--- src/rtl/foc_axis_block_detector.sv ---
// rtl/foc_axis_block_detector.sv - per-channel AXI-Stream stall detector feeding the dataflow deadlock monitors
module foc_axis_block_detector #(
    parameter int                NUM_CH   = 10,
    parameter int                IDX_W    = 4,
    parameter int                CNT_W    = 16,
    parameter int                THRESH   = 1024,
    parameter logic [NUM_CH-1:0] DIR_MASK = 10'h000
) (
    input  logic              clock,
    input  logic              reset,
    input  logic [NUM_CH-1:0] ch_valid,
    input  logic [NUM_CH-1:0] ch_ready,
    input  logic [NUM_CH-1:0] ch_enable,
    input  logic              clear,
    output logic [NUM_CH-1:0] axis_block_sigs,
    output logic              any_block,
    output logic              first_valid,
    output logic [IDX_W-1:0]  first_ch,
    output logic [7:0]        event_cnt
);

    typedef enum logic [1:0] {
        ST_IDLE    = 2'd0,
        ST_COUNT   = 2'd1,
        ST_BLOCKED = 2'd2
    } ch_state_e;

    localparam logic [CNT_W-1:0] CNT_ONE  = CNT_W'(1);
    localparam logic [CNT_W-1:0] CNT_LAST = CNT_W'(THRESH - 1);

    logic [NUM_CH-1:0] stall;
    ch_state_e         state_q [NUM_CH];
    ch_state_e         state_d [NUM_CH];
    logic [CNT_W-1:0]  cnt_q   [NUM_CH];
    logic [CNT_W-1:0]  cnt_d   [NUM_CH];
    logic [NUM_CH-1:0] block_q, block_d;
    logic              any_block_q, any_block_d;
    logic              first_valid_q, first_valid_d;
    logic [IDX_W-1:0]  first_ch_q, first_ch_d;
    logic [7:0]        event_cnt_q, event_cnt_d;
    logic [IDX_W-1:0]  lowest_idx;
    logic              new_block;

    // Producer side stalls on valid without ready; consumer side on ready without valid.
    always_comb begin
        stall = (DIR_MASK & ch_valid & ~ch_ready) | (~DIR_MASK & ch_ready & ~ch_valid);
    end

    always_comb begin
        for (int i = 0; i < NUM_CH; i++) begin
            state_d[i] = state_q[i];
            cnt_d[i]   = cnt_q[i];
            if (!ch_enable[i]) begin
                state_d[i] = ST_IDLE;
                cnt_d[i]   = '0;
            end else begin
                case (state_q[i])
                    ST_IDLE: begin
                        if (stall[i]) begin
                            if (THRESH == 1) begin
                                state_d[i] = ST_BLOCKED;
                                cnt_d[i]   = '0;
                            end else begin
                                state_d[i] = ST_COUNT;
                                cnt_d[i]   = CNT_ONE;
                            end
                        end
                    end
                    ST_COUNT: begin
                        if (!stall[i]) begin
                            state_d[i] = ST_IDLE;
                            cnt_d[i]   = '0;
                        end else if (cnt_q[i] == CNT_LAST) begin
                            state_d[i] = ST_BLOCKED;
                        end else begin
                            cnt_d[i] = cnt_q[i] + CNT_ONE;
                        end
                    end
                    ST_BLOCKED: begin
                        if (!stall[i]) begin
                            state_d[i] = ST_IDLE;
                            cnt_d[i]   = '0;
                        end
                    end
                    default: begin
                        state_d[i] = ST_IDLE;
                        cnt_d[i]   = '0;
                    end
                endcase
            end
            block_d[i] = (state_d[i] == ST_BLOCKED);
        end
    end

    // Descending scan so the lowest set index wins.
    always_comb begin
        lowest_idx = '0;
        for (int i = NUM_CH - 1; i >= 0; i--) begin
            if (block_d[i]) begin
                lowest_idx = IDX_W'(i);
            end
        end
    end

    always_comb begin
        any_block_d   = |block_d;
        new_block     = |(block_d & ~block_q);
        first_valid_d = first_valid_q;
        first_ch_d    = first_ch_q;
        event_cnt_d   = event_cnt_q;
        if (clear) begin
            first_valid_d = 1'b0;
            first_ch_d    = '0;
            event_cnt_d   = '0;
        end else begin
            if (!first_valid_q && any_block_d) begin
                first_valid_d = 1'b1;
                first_ch_d    = lowest_idx;
            end
            if (new_block && (event_cnt_q != 8'hFF)) begin
                event_cnt_d = event_cnt_q + 8'd1;
            end
        end
    end

    always_ff @(posedge clock) begin
        if (reset) begin
            for (int i = 0; i < NUM_CH; i++) begin
                state_q[i] <= ST_IDLE;
                cnt_q[i]   <= '0;
            end
            block_q       <= '0;
            any_block_q   <= 1'b0;
            first_valid_q <= 1'b0;
            first_ch_q    <= '0;
            event_cnt_q   <= '0;
        end else begin
            for (int i = 0; i < NUM_CH; i++) begin
                state_q[i] <= state_d[i];
                cnt_q[i]   <= cnt_d[i];
            end
            block_q       <= block_d;
            any_block_q   <= any_block_d;
            first_valid_q <= first_valid_d;
            first_ch_q    <= first_ch_d;
            event_cnt_q   <= event_cnt_d;
        end
    end

    assign axis_block_sigs = block_q;
    assign any_block       = any_block_q;
    assign first_valid     = first_valid_q;
    assign first_ch        = first_ch_q;
    assign event_cnt       = event_cnt_q;

endmodule

--- config.mk ---
export PLATFORM = sky130hd
export DESIGN_NAME = foc_axis_block_detector
export DESIGN_NICKNAME = d
export VERILOG_FILES = /design/src/rtl/foc_axis_block_detector.sv
export SDC_FILE = /design/constraint.sdc
export NUM_CORES = 1
export LEC_CHECK = 0
export BUFFER_PORTS_ARGS = -buffer_cell sky130_fd_sc_hd__buf_2
export CAP_MARGIN = 20
export CORE_MARGIN = 3
export CORE_UTILIZATION = 66
export DETAILED_ROUTE_END_ITERATION = 7
export PLACE_DENSITY_LB_ADDON = 0.05
export REMOVE_ABC_BUFFERS = 1
export SETUP_SLACK_MARGIN = 0.5
export SLEW_MARGIN = 20
export SYNTH_ARGS = -nofsm -noshare
export SYNTH_HDL_FRONTEND = slang
export SYNTH_SLANG_ARGS = --single-unit
--- constraint.sdc ---
create_clock -name clock -period 3.8 [get_ports clock]
set_clock_uncertainty 0.2 [all_clocks]
set_input_delay 0.19 -clock clock [delete_from_list [all_inputs] [get_ports clock]]
set_output_delay 0.19 -clock clock [all_outputs]
set_load 0.01 [all_outputs]
After elaboration in Yosys (flattened, before gate mapping)
Memory sizes are Yosys's and may differ from the RTL's.
Index checks and enable logic that the tools add are counted.
{"block": "totals", "ff_bits": 24, "ram_bits": 180, "output_inout_bits": 24, "n_memories": 2}
{"block": "op_classes", "addsub": 11, "eq_ne": 41, "muxes": 153, "n_bitwise": 24, "n_reduce_logical": 16}
{"name": "cnt_q", "words": 10, "word_bits": 16, "rd": 10, "rd_ports_with_merged_regs": 0, "write_ports": 10, "line": "34", "text": "logic [CNT_W-1:0] cnt_q [NUM_CH];"}
{"name": "state_q", "words": 10, "word_bits": 2, "rd": 10, "rd_ports_with_merged_regs": 0, "write_ports": 10, "line": "32", "text": "ch_state_e state_q [NUM_CH];"}
{"cell": "two-way mux 16 bit", "n": 60}
{"cell": "one-hot mux 16 bit (3 select lines)", "n": 10}
{"cell": "adder 16 x 1 -> 16 bit, second input constant", "n": 10}
{"cell": "== test 16 x 10 -> 1 bit, second input constant", "n": 10}
{"cell": "two-way mux 2 bit", "n": 60}
{"cell": "one-hot mux 2 bit (3 select lines)", "n": 10}
{"cell": "== test 2 bit, second input constant", "n": 20}
{"cell": "two-way mux 4 bit", "n": 10}
{"cell": "bitwise AND 10 bit", "n": 2}
{"cell": "== test 2 x 1 -> 1 bit, second input constant", "n": 10}
{"cell": "zero test 2 bit", "n": 10}
{"cell": "inverter 10 bit", "n": 2}
{"cell": "bitwise OR 1 bit", "n": 20}
{"cell": "OR reduction 10 bit", "n": 2}
{"cell": "adder 8 x 1 -> 8 bit, second input constant", "n": 1}
{"cell": "!= test 8 bit, second input constant", "n": 1}
{"cell": "two-way mux 1 bit", "n": 3}
{"cell": "logical AND 1 bit", "n": 2}
{"cell": "OR reduction 2 bit", "n": 1}
{"cell": "zero test 1 bit", "n": 1}

Logic depth before layout (Yosys ltp)
{"block": "logic_depth", "ltp_word": 16, "ltp_mapped": 11, "ltp_nobuf": 9}

Least setup slack after synthesis
OpenSTA, ideal clock, no wires.
{"block": "synth_path", "path_kind": "register to register", "start": "memory cnt_q[5][0]", "end": "register event_cnt_q[3] (netlist: event_cnt[3])", "setup_time_ns": 0.116, "t_arrival_ns": 2.246, "path_slack_ns": 1.238, "stages_incl_launch_ff": 11, "path_cell_list": "dfxtp_1 > ha_1 > nand2_1 > nand4b_1 > o31a_1 > or3b_4 > o2111a_1 > a21boi_2 > buf_6 > a21oi_1 > a31o_2"}
{"element": "start: declaration", "line": "34"}
{"element": "end signal: assignment", "line": "146", "text": "event_cnt_q <= event_cnt_d;"}
{"element": "end: declaration", "line": "40", "text": "logic [7:0] event_cnt_q, event_cnt_d;"}

==> flow_metrics.tcl <==
set metrics [dict create \
    status "finished, final reports clean" \
    worstPathRequired_ns 3.98 \
    hold_slack_ns 0.0947 \
    dp_slack_ns 0.874 \
    dieArea_um2 16300 \
    total_power_mw 4.43 \
    vias 8535 \
    drv_cap 0 \
    rows 43 \
    grt_overflow 0 \
    dr.pass1.iters 5 \
    core-area_um2 14100 \
    yosys_most_used_dff "dfxtp_1" \
    avgSynthCellArea_um2 8.30 \
    io_buffers 56 \
    syn_inst 1174 \
    cts_buffers 21 \
    hp-class "input pin to flip-flop" \
    synth_top_area_frac 0.419 \
    place_area_um2 10200 \
    fin_crit_sh 0.787 \
    yosysWarnings 0 \
    vdd_drop_max_mv 0.409 \
    clk_pin_slew_ns 0.06 \
    max_freq_mhz 334 \
    antenna_found_initial 0 \
    initial_core_util 0.689 \
    slew_violations 0 \
    slew_headroom 0.377 \
    syn_area_um2 9750 \
    grt_max_degree 24 \
    wl_per_cell_um 14.4 \
    drc 0 \
    synth_edf_count 0 \
    detail-route-antenna-nets 0 \
    root_buffer "clkbuf_16" \
    cp.arrival_ns 3.18 \
    ys_seq_area_frac 0.419 \
    power_density_nw_per_um2 394 \
    num_antenna_cells 0 \
    ctsResizeCount 0 \
    synth-seq-cells 204 \
    end_kind "flip-flop" \
    crit_path_start_kind "flip-flop" \
    p_leak_nw 3.96 \
    min_period_ns 2.99 \
    die_w_um 128 \
    tightest_slew_ns 0.926 \
    cts_buffer_depth 3 \
    first_iter_violations 523 \
    dieHeight_um 128 \
    yosysTopAreaCell "dfxtp_1" \
    stdcell_area_um2 11200 \
    nets 1308 \
    fin_ws_ns 0.808 \
    synth.area.top_cells "dfxtp_1 42%, xor2_1 7.5%, nor2_1 7.0%" \
    area.growth.synth_to_final_pct 15.2 \
    cts_sinks 204 \
    finalSetupTns_ns 0 \
    hpwl_um 14100 \
    ios 57 \
    place_congestion 0.881 \
    setup_viol 0 \
    grt_usage 0.252 \
    synthArstFlopShare 0 \
    grt_pass1_wl_um 35200 \
    drive_gt1_frac 0.0884 \
    htreeDepth 1 \
    hold_viol 0 \
    cts_setup_buffers 0 \
    synth_cell_types 65 \
    grt_pass1_vias 7896 \
    cts_tree "built" \
    cts.hold.buffers_added 34 \
    cp_max_fo 11 \
    worstSkewPairLatency_ns 0.49 \
    drt_wl_total_um 21000 \
    rsz0062_at_grt "false" \
    criticalPathCategory "flip-flop to flip-flop" \
    via_per_inst 5.85 \
]
[worst paths after layout]
check	cells past startpoint	slack [ns]	startpoint	end
max reg2reg	7	0.81	state_q[0][0]	event_cnt[2]
min	6	0.09	ch_valid[9]	cnt_q[9][0]
max	7	0.81	state_q[0][0]	event_cnt[2]
min reg2reg	2	0.29	cnt_q[6][1]	cnt_q[6][1]
[state kept, by name, indices dropped and copies added, names as in the netlist]
signal / flops
first_valid: 1
first_ch: 4
cnt_q: 160
state_q: 20
axis_block_sigs: 10
event_cnt: 8
any_block: 1
[worst max-delay path, cell delays in order, from the launching register on]
cell	delay [ns]
dfxtp_1	0.51
or4b_1	0.48
nor3_1	0.34
a41oi_1	0.27
o221a_2	0.33
a21boi_2	0.40
a21oi_1	0.13
a31o_2	0.22
[cell usage in the layout (no fill, tap or decap), types with 33 or more instances in the layout]
cell and instances:
buf_2 56, nor2_1 183, a21oi_1 60, nor3_1 39, xor2_1 84, dfxtp_1 204, o21ai_0 50, dlygate4sd3_1 34
nand4_1 54, nand3_1 49, or3_1 33, nand2_1 103
[Yosys cell counts, types with 14 or more instances]
master / count
and3_1: 26
and2_1: 15
and4_1: 29
or3_1: 33
nand4_1: 54
nor2b_1: 23
clkbuf_1: 24
nor4_1: 15
a21oi_1: 60
xnor2_1: 29
nor2_1: 183
nand2_1: 103
inv_1: 14
nand2b_1: 26
nor3_1: 39
o21ai_0: 50
dfxtp_1: 204
nand3_1: 49
xor2_1: 84
[routing by layer]
metal | track usage | up-vias | wire length, um
met2 | 0.424 | 183 | 9630
met4 | 0.0877 | 0 | 703
met5 | 0 | - | 0
li1 | - | 4366 | -
met1 | 0.330 | 3937 | 9610
met3 | 0.0406 | 49 | 1040
[power breakdown]
group | total [mW] | switching (mW) | internal (mW)
combinational | 0.171 | 0.101 | 0.0703
clock | 2.10 | 0.814 | 1.29
sequential | 2.15 | 0.00918 | 2.15
total | 4.43 | 0.924 | 3.50
[cell type report]
| cell class | count | area (um2) |
|---|---|---|
| clock buffers | 31 | 633 |
| multi-input cells | 929 | 5510 |
| inverters | 14 | 52.6 |
| fillers | 1017 | 2920 |
| clock inverters | 6 | 82.6 |
| flip-flops and latches | 204 | 4080 |
| well taps | 180 | 225 |
| repair buffers | 94 | 651 |
[kinds of logic after synthesis]
group                    count (synthesis)  synth area share
AO/OA/AOI/OAI                          155            0.0945
AND/OR/NAND/NOR                        642             0.346
multiplexers                             8           0.00834
flip-flops                             204             0.419
buffers and inverters                   41            0.0167
XOR/XNOR                               113             0.102
adder cells (fa/ha/maj)                 11            0.0141
[per-stage QoR]
step                      utilization  cells
after floorplan                     -   1147
after global routing            0.794   1458
after detailed placement        0.719   1387
final                           0.794   1458
after global placement          0.719   1387
after CTS                       0.794   1458
(Power assumes the default switching activity.)
